### src/rtl/defines_package.sv
// Shared screen geometry, pixel/vertex payload types and FSM encoding for the scanline filler.
package defines_package;

  localparam int unsigned SCREEN_W   = 640;
  localparam int unsigned SCREEN_H   = 480;
  localparam int unsigned ADDR_BITS  = 19;
  localparam int unsigned COORD_BITS = 11;
  localparam int unsigned X_BITS     = COORD_BITS - 1;
  localparam int unsigned Y_BITS     = 9;

  typedef struct packed {
    logic signed [COORD_BITS-1:0] x;
    logic signed [COORD_BITS-1:0] y;
  } Point2D;

  typedef struct packed {
    Point2D v0;
    Point2D v1;
    Point2D v2;
  } Triangle2D;

  typedef struct packed {
    logic [7:0] r;
    logic [7:0] g;
    logic [7:0] b;
  } Color;

  typedef enum logic [2:0] {
    IDLE,
    BBOX,
    SCAN_L,
    SCAN_R,
    FILL,
    NEXT_ROW,
    DONE
  } fill_state_e;

  // Linear pixel address y*SCREEN_W+x.
  function automatic logic [ADDR_BITS-1:0] pixel_addr(input logic [X_BITS-1:0] x,
                                                      input logic [Y_BITS-1:0] y);
    return ADDR_BITS'(y) * ADDR_BITS'(SCREEN_W) + ADDR_BITS'(x);
  endfunction

  // Negative coordinates clamp to 0, large ones to hi.
  function automatic logic [X_BITS-1:0] clamp_coord(input logic signed [COORD_BITS-1:0] v,
                                                    input logic [X_BITS-1:0]            hi);
    if (v[COORD_BITS-1]) return '0;
    if (v[X_BITS-1:0] > hi) return hi;
    return v[X_BITS-1:0];
  endfunction

endpackage

### src/rtl/bbox_calc.sv
// Combinational bounding box of a triangle, clamped to the visible screen.
module bbox_calc
  import defines_package::*;
(
  input  Triangle2D          tgl_i,
  output logic [X_BITS-1:0]  xmin_o,
  output logic [X_BITS-1:0]  xmax_o,
  output logic [Y_BITS-1:0]  ymin_o,
  output logic [Y_BITS-1:0]  ymax_o
);

  function automatic logic signed [COORD_BITS-1:0] min3(input logic signed [COORD_BITS-1:0] a,
                                                       input logic signed [COORD_BITS-1:0] b,
                                                       input logic signed [COORD_BITS-1:0] c);
    logic signed [COORD_BITS-1:0] m;
    m = (a < b) ? a : b;
    return (m < c) ? m : c;
  endfunction

  function automatic logic signed [COORD_BITS-1:0] max3(input logic signed [COORD_BITS-1:0] a,
                                                       input logic signed [COORD_BITS-1:0] b,
                                                       input logic signed [COORD_BITS-1:0] c);
    logic signed [COORD_BITS-1:0] m;
    m = (a > b) ? a : b;
    return (m > c) ? m : c;
  endfunction

  always_comb begin
    xmin_o = clamp_coord(min3(tgl_i.v0.x, tgl_i.v1.x, tgl_i.v2.x), X_BITS'(SCREEN_W - 1));
    xmax_o = clamp_coord(max3(tgl_i.v0.x, tgl_i.v1.x, tgl_i.v2.x), X_BITS'(SCREEN_W - 1));
    ymin_o = Y_BITS'(clamp_coord(min3(tgl_i.v0.y, tgl_i.v1.y, tgl_i.v2.y), X_BITS'(SCREEN_H - 1)));
    ymax_o = Y_BITS'(clamp_coord(max3(tgl_i.v0.y, tgl_i.v1.y, tgl_i.v2.y), X_BITS'(SCREEN_H - 1)));
  end

endmodule

### src/rtl/scanline_fill.sv
// Fills a wireframe triangle row by row: find leftmost and rightmost outline bits, then write the span.
module scanline_fill
  import defines_package::*;
(
  input  logic                 clk,
  input  logic                 n_rst,
  input  logic                 start,
  input  Triangle2D            i_triangle,
  input  Color                 i_color,
  output logic                 wf_ren,
  output logic [ADDR_BITS-1:0] wf_addr,
  input  logic                 wf_rdata,
  output logic                 fb_we,
  output logic [ADDR_BITS-1:0] fb_addr,
  output Color                 fb_wdata,
  output logic                 busy,
  output logic                 done
);

  fill_state_e          state_q, state_d;
  Triangle2D            tgl_q, tgl_d;
  Color                 color_q, color_d, fb_wdata_q, fb_wdata_d;
  logic [X_BITS-1:0]    xmin_q, xmin_d, xmax_q, xmax_d, x_q, x_d;
  logic [X_BITS-1:0]    req_x_q, req_x_d, rd_x_q, rd_x_d, l_q, l_d, r_q, r_d;
  logic [Y_BITS-1:0]    ymax_q, ymax_d, y_q, y_d;
  logic                 issuing_q, issuing_d, rd_vld_q, rd_vld_d;
  logic                 wf_ren_q, wf_ren_d, fb_we_q, fb_we_d, busy_q, busy_d, done_q, done_d;
  logic [ADDR_BITS-1:0] wf_addr_q, wf_addr_d, fb_addr_q, fb_addr_d;
  logic [X_BITS-1:0]    bb_xmin, bb_xmax;
  logic [Y_BITS-1:0]    bb_ymin, bb_ymax;

  bbox_calc u_bbox (
    .tgl_i  (tgl_q),
    .xmin_o (bb_xmin),
    .xmax_o (bb_xmax),
    .ymin_o (bb_ymin),
    .ymax_o (bb_ymax)
  );

  // Read requests are tagged with their x; the SRAM answers one cycle after wf_ren.
  always_comb begin
    state_d    = state_q;
    tgl_d      = tgl_q;
    color_d    = color_q;
    xmin_d     = xmin_q;
    xmax_d     = xmax_q;
    ymax_d     = ymax_q;
    x_d        = x_q;
    y_d        = y_q;
    l_d        = l_q;
    r_d        = r_q;
    issuing_d  = issuing_q;
    req_x_d    = x_q;
    rd_vld_d   = wf_ren_q;
    rd_x_d     = req_x_q;
    wf_ren_d   = 1'b0;
    wf_addr_d  = wf_addr_q;
    fb_we_d    = 1'b0;
    fb_addr_d  = fb_addr_q;
    fb_wdata_d = fb_wdata_q;
    case (state_q)
      IDLE: begin
        if (start) begin
          tgl_d   = i_triangle;
          color_d = i_color;
          state_d = BBOX;
        end
      end
      BBOX: begin
        xmin_d    = bb_xmin;
        xmax_d    = bb_xmax;
        ymax_d    = bb_ymax;
        y_d       = bb_ymin;
        x_d       = bb_xmin;
        issuing_d = 1'b1;
        state_d   = SCAN_L;
      end
      SCAN_L: begin
        if (issuing_q) begin
          wf_ren_d  = 1'b1;
          wf_addr_d = pixel_addr(x_q, y_q);
          if (x_q == xmax_q) issuing_d = 1'b0;
          else               x_d       = x_q + 1'b1;
        end
        if (rd_vld_q && wf_rdata) begin
          // Leftmost hit found: drop any reads still in flight.
          l_d       = rd_x_q;
          x_d       = xmax_q;
          issuing_d = 1'b1;
          wf_ren_d  = 1'b0;
          rd_vld_d  = 1'b0;
          state_d   = SCAN_R;
        end else if (!issuing_q && !wf_ren_q) begin
          state_d = NEXT_ROW;
        end
      end
      SCAN_R: begin
        if (issuing_q) begin
          wf_ren_d  = 1'b1;
          wf_addr_d = pixel_addr(x_q, y_q);
          if (x_q == l_q) issuing_d = 1'b0;
          else            x_d       = x_q - 1'b1;
        end
        if (rd_vld_q && wf_rdata) begin
          r_d       = rd_x_q;
          x_d       = l_q;
          issuing_d = 1'b0;
          wf_ren_d  = 1'b0;
          rd_vld_d  = 1'b0;
          state_d   = FILL;
        end else if (!issuing_q && !wf_ren_q) begin
          r_d     = l_q;
          x_d     = l_q;
          state_d = FILL;
        end
      end
      FILL: begin
        fb_we_d    = 1'b1;
        fb_addr_d  = pixel_addr(x_q, y_q);
        fb_wdata_d = color_q;
        if (x_q == r_q) state_d = NEXT_ROW;
        else            x_d     = x_q + 1'b1;
      end
      NEXT_ROW: begin
        if (y_q >= ymax_q) begin
          state_d = DONE;
        end else begin
          y_d       = y_q + 1'b1;
          x_d       = xmin_q;
          issuing_d = 1'b1;
          state_d   = SCAN_L;
        end
      end
      DONE:    state_d = IDLE;
      default: state_d = IDLE;
    endcase
    busy_d = (state_d != IDLE);
    done_d = (state_d == DONE);
  end

  always_ff @(posedge clk or negedge n_rst) begin
    if (!n_rst) begin
      state_q    <= IDLE;
      tgl_q      <= '0;
      color_q    <= '0;
      xmin_q     <= '0;
      xmax_q     <= '0;
      ymax_q     <= '0;
      x_q        <= '0;
      y_q        <= '0;
      l_q        <= '0;
      r_q        <= '0;
      req_x_q    <= '0;
      rd_x_q     <= '0;
      issuing_q  <= 1'b0;
      rd_vld_q   <= 1'b0;
      wf_ren_q   <= 1'b0;
      wf_addr_q  <= '0;
      fb_we_q    <= 1'b0;
      fb_addr_q  <= '0;
      fb_wdata_q <= '0;
      busy_q     <= 1'b0;
      done_q     <= 1'b0;
    end else begin
      state_q    <= state_d;
      tgl_q      <= tgl_d;
      color_q    <= color_d;
      xmin_q     <= xmin_d;
      xmax_q     <= xmax_d;
      ymax_q     <= ymax_d;
      x_q        <= x_d;
      y_q        <= y_d;
      l_q        <= l_d;
      r_q        <= r_d;
      req_x_q    <= req_x_d;
      rd_x_q     <= rd_x_d;
      issuing_q  <= issuing_d;
      rd_vld_q   <= rd_vld_d;
      wf_ren_q   <= wf_ren_d;
      wf_addr_q  <= wf_addr_d;
      fb_we_q    <= fb_we_d;
      fb_addr_q  <= fb_addr_d;
      fb_wdata_q <= fb_wdata_d;
      busy_q     <= busy_d;
      done_q     <= done_d;
    end
  end

  assign wf_ren   = wf_ren_q;
  assign wf_addr  = wf_addr_q;
  assign fb_we    = fb_we_q;
  assign fb_addr  = fb_addr_q;
  assign fb_wdata = fb_wdata_q;
  assign busy     = busy_q;
  assign done     = done_q;

endmodule

### config.mk
export PLATFORM = sky130hd
export DESIGN_NAME = scanline_fill
export DESIGN_NICKNAME = d
export VERILOG_FILES = /design/src/rtl/defines_package.sv /design/src/rtl/bbox_calc.sv /design/src/rtl/scanline_fill.sv
export SDC_FILE = /design/constraint.sdc
export NUM_CORES = 1
export LEC_CHECK = 0
export ABC_AREA = 1
export BUFFER_PORTS_ARGS = -buffer_cell sky130_fd_sc_hd__buf_2
export CORE_UTILIZATION = 30
export DETAILED_ROUTE_END_ITERATION = 10
export GPL_TIMING_DRIVEN = 0
export SLEW_MARGIN = 20
export SYNTH_ARGS = -nofsm -noshare
export SYNTH_HDL_FRONTEND = slang
export SYNTH_SLANG_ARGS = --single-unit
export TNS_END_PERCENT = 10
### constraint.sdc
create_clock -name clk -period 3.95 [get_ports clk]
set_input_delay 0.1975 -clock clk [delete_from_list [all_inputs] [get_ports clk]]
set_output_delay 0.1975 -clock clk [all_outputs]
set_load 0.01 [all_outputs]
==> run_results.csv <==
group,metric,value,unit
min_path,min_delay_worst_endpoint,"r_q[2]",
grt,grt_start_max_net_pins,99,
yosys,synth-xor-area-share,2.52,%
min_path,hold_depth,4,
critical_path,critPathSlowestCell,"dfrtp_1",
grt,grt_pass1_vias,13024,
clock_tree,clock_latency,0.57,ns
yosys,synth_area_per_cell,8.02,um^2
clock_tree,clk_pin_slew_worst_paths,0.06,ns
clock_tree,cts_buffer_depth,3,
routing,vias,13267,
routing,vias_per_cell,4.89,
die,io_pins,160,
clock_tree,cts_root_buffer,"clkbuf_16",
timing,finalCritPeriodShare,99.2,%
critical_path,path_class,"flop to flop",
yosys,synthAdderAreaFrac,8.65,%
routing,drc_errors,0,
yosys,synth-seq-area-share,44.8,%
yosys,synthArstFlopShare,100,%
min_path,hold_class,"primary input to flop",
yosys,ys_seq_elements,249,
timing,min_period,3.92,ns
critical_path,max_stage_delay,0.41,ns
cells_and_area,final_common_cell,"nand2_1",
timing,setup_viol,0,
routing,routed_wl,44600,um
yosys,yosysUniqueCellTypes,56,
timing,relSlewSlack,43.9,%
cells_and_area,register_area,6230,um^2
critical_path,cp.required,4.37,ns
placed_design,dpl_worst_slack,-0.602,ns
grt,grt_pass1_wl,70100,um
critical_path,critPathTopFamily,"simple AND/OR/NAND/NOR gates",
critical_path,endpoint_kind,"flop",
cells_and_area,antenna_cells,0,
yosys,synth-edff-count,0,
die,die_h,217,um
yosys,ys.flop_type,"dfrtp_1",
cells_and_area,multi_input_area,7480,um^2
timing,skew,0.0146,ns
clock_tree,cts_tree,"yes",
timing,grt_setup_unrepaired,"true",
timing,fmax,255,MHz
routing,drt_iter0_markers,853,
routing,ant_nets,0,
grt,antenna_found_initial,0,
yosys,synth-simple-area-share,19.5,%
yosys,synth.area.mux_share,0.836,%
yosys,synthCells,1734,
run_status,status,"finished, final reports clean",
die,coreArea,45600,um^2
cells_and_area,syn_to_final_growth,36.6,%
critical_path,reg2reg_from,"tgl_q[53]",
cells_and_area,design_area,19000,um^2
timing,worst_slew_pin_slew,0.830,ns
job,cap_viol_max_count,0,
yosys,synth_compound_area_share,16.3,%
critical_path,reg2reg_depth,25,
clock_tree,cts_num_sinks,249,
critical_path,cp_common_cell,"nand2_2",
yosys,syn_nets,1923,
routing,drtPass1Iterations,6,
placed_design,io_buffers,159,
cells_and_area,drive_above_1_share,22.5,%
die,rows,78,
placed_design,globalplace.congestion,0.893,
die,start_util,30.5,%
die,dieArea,47200,um^2
timing,slew_viol_final,0,
critical_path,r2r_end,"ymax_q[6]",
timing,final_hold_viol_count,0,
critical_path,worst-path-buf-inv,6,
critical_path,critPathMaxFanout,8,
yosys,synth_top_family_by_area,"simple AND/OR/NAND/NOR gates",
min_path,worstHoldStart,"wf_rdata",
yosys,ys_warn_count,0,
yosys,synthesis.area,13900,um^2
placed_design,placed_cell_area,15500,um^2
grt,grt_usage,18.5,%
die,fp.dieW,217,um
critical_path,critPathArrivalTime,4.34,ns
clock_tree,htree_levels,1,
cells_and_area,nFillCells,4484,
cells_and_area,finalNetCount,2279,
timing,setup_slack,0.0310,ns
placed_design,dp_hpwl,32300,um
critical_path,ff2ff_setup_slack,0.03,ns
grt,overflow,0,
routing,wire_per_inst,16.5,um
cells_and_area,final_cell_mix,"nand2_1, dfrtp_1, o21ai_0",
critical_path,start_kind,"flop",
clock_tree,cts_buffers,28,
## layer usage
layer / GRT usage (%) / share of wire [%]
met1: 25.9 / 47
met2: 30.2 / 46
met3: 2.05 / 4.4
met4: 4.60 / 2.6
met5: 0 / 0
## registers in the layout, indices dropped and copies added, names as in the netlist, 3 cells and up
signal / cells
rd_x_q: 10
y_q: 9
state_q: 3
xmax_q: 10
l_q: 10
xmin_q: 10
ymax_q: 9
color_q: 24
wf_addr: 19
req_x_d: 10
tgl_q: 66
rd_x_d: 10
r_q: 10
fb_wdata: 24
fb_addr: 19
## worst max-delay path by stage
stage,start,cells past startpoint,slack (ns),end
final,tgl_q[53],25,0.03,ymax_q[6]
after global routing,tgl_q[25],27,-0.22,ymax_q[3]
after global placement,n_rst,1,-1.83,rd_x_d[6]
after floorplan,tgl_q[43],25,0.05,xmax_q[7]
after CTS,tgl_q[60],29,-0.02,xmax_q[7]
after detailed placement,tgl_q[35],26,-0.60,xmax_q[7]
## worst register-to-register path, stage by stage (launching register included)
cell and delay [ns]:
dfrtp_1 0.41, ha_1 0.31, nand2_2 0.08, inv_2 0.05, a21oi_2 0.19, nand3_2 0.13
nand2_2 0.12, nand2_4 0.08, inv_4 0.08, o31ai_4 0.08, buf_6 0.16, buf_16 0.14
buf_4 0.13, nor2_2 0.09, a21oi_2 0.05, ha_2 0.33, nand4_1 0.08, or3_1 0.34
nand2_2 0.15, clkbuf_8 0.16, nand2_1 0.08, o21ai_4 0.08, nand3b_4 0.21, nand3_2 0.10
nand2_2 0.08, o21ai_2 0.05
## cell usage after synthesis, types with 3 or more instances
cell type / number / area, um^2
a2111oi_0: 5 / 43.8
a211oi_1: 4 / 30.0
a21oi_1: 64 / 320
a221oi_1: 4 / 35.0
a31oi_1: 5 / 31.3
buf_2: 7 / 35.0
buf_4: 3 / 22.5
clkbuf_1: 52 / 195
dfrtp_1: 249 / 6230
ha_1: 93 / 1160
inv_1: 193 / 724
inv_2: 6 / 22.5
mux2_2: 5 / 56.3
mux2i_1: 6 / 60.1
nand2_1: 485 / 1820
nand2_2: 11 / 68.8
nand3_1: 56 / 280
nand3_2: 4 / 40.0
nand3b_1: 4 / 30.0
nand4_1: 11 / 68.8
nor2_1: 64 / 240
nor3_1: 12 / 60.1
nor4_1: 7 / 43.8
o2111ai_1: 5 / 43.8
o211ai_1: 4 / 30.0
o21ai_0: 228 / 1140
o21ai_1: 54 / 270
o21ai_2: 4 / 35.0
o221ai_1: 4 / 35.0
o22ai_1: 15 / 93.8
xnor2_1: 10 / 87.6
xor2_1: 30 / 263
## stage by stage
stage | util (%) | setup TNS, ns | hold WS [ns] | cells
final | 41.7 | 0 | 0.140 | 2711
after global routing | 41.7 | -4.45 | 0.159 | 2711
after CTS | 39.7 | -0.0220 | 0.105 | 2681
after detailed placement | 34.1 | -19.82 | 0.204 | 2495
after global placement | 33.9 | -465.22 | 0.333 | 2493
after floorplan | - | 0 | -0.0981 | 1734
## timing repair
| action | 4_1_cts | 5_1_grt |
|---|---|---|
| resized for setup | 72 | 162 |
| pin swaps | 30 | 66 |
| hold buffers | 91 | 0 |
| hold endpoints to repair | 154 | 0 |
| buffers inserted | 42 | 32 |
| endpoints found under the setup margin | 48 | 48 |
| gates cloned | 3 | 1 |
## cell type report
type                            instances  share of cell area [%]
Timing Repair inverter                  1                  0.0395
Timing Repair Buffer                  326                    12.6
Clock inverter                         12                    1.14
Tap cell                              600                    3.95
Clock buffer                           39                    4.38
Buffer                                 63                    1.68
Sequential cell                       249                    32.8
Multi-Input combinational cell       1220                    39.4
Inverter                              201                    4.04
## logic make-up after synthesis
group	count (synthesis)
adder cells (fa/ha/maj)	95
flip-flops	249
buffers and inverters	265
multiplexers	11
AND/OR/NAND/NOR	662
XOR/XNOR	40
AO/OA/AOI/OAI	412
Power is left out: the tool's default activity adds up to more than one toggle a clock period on the data nets, which glitch-free logic cannot reach.
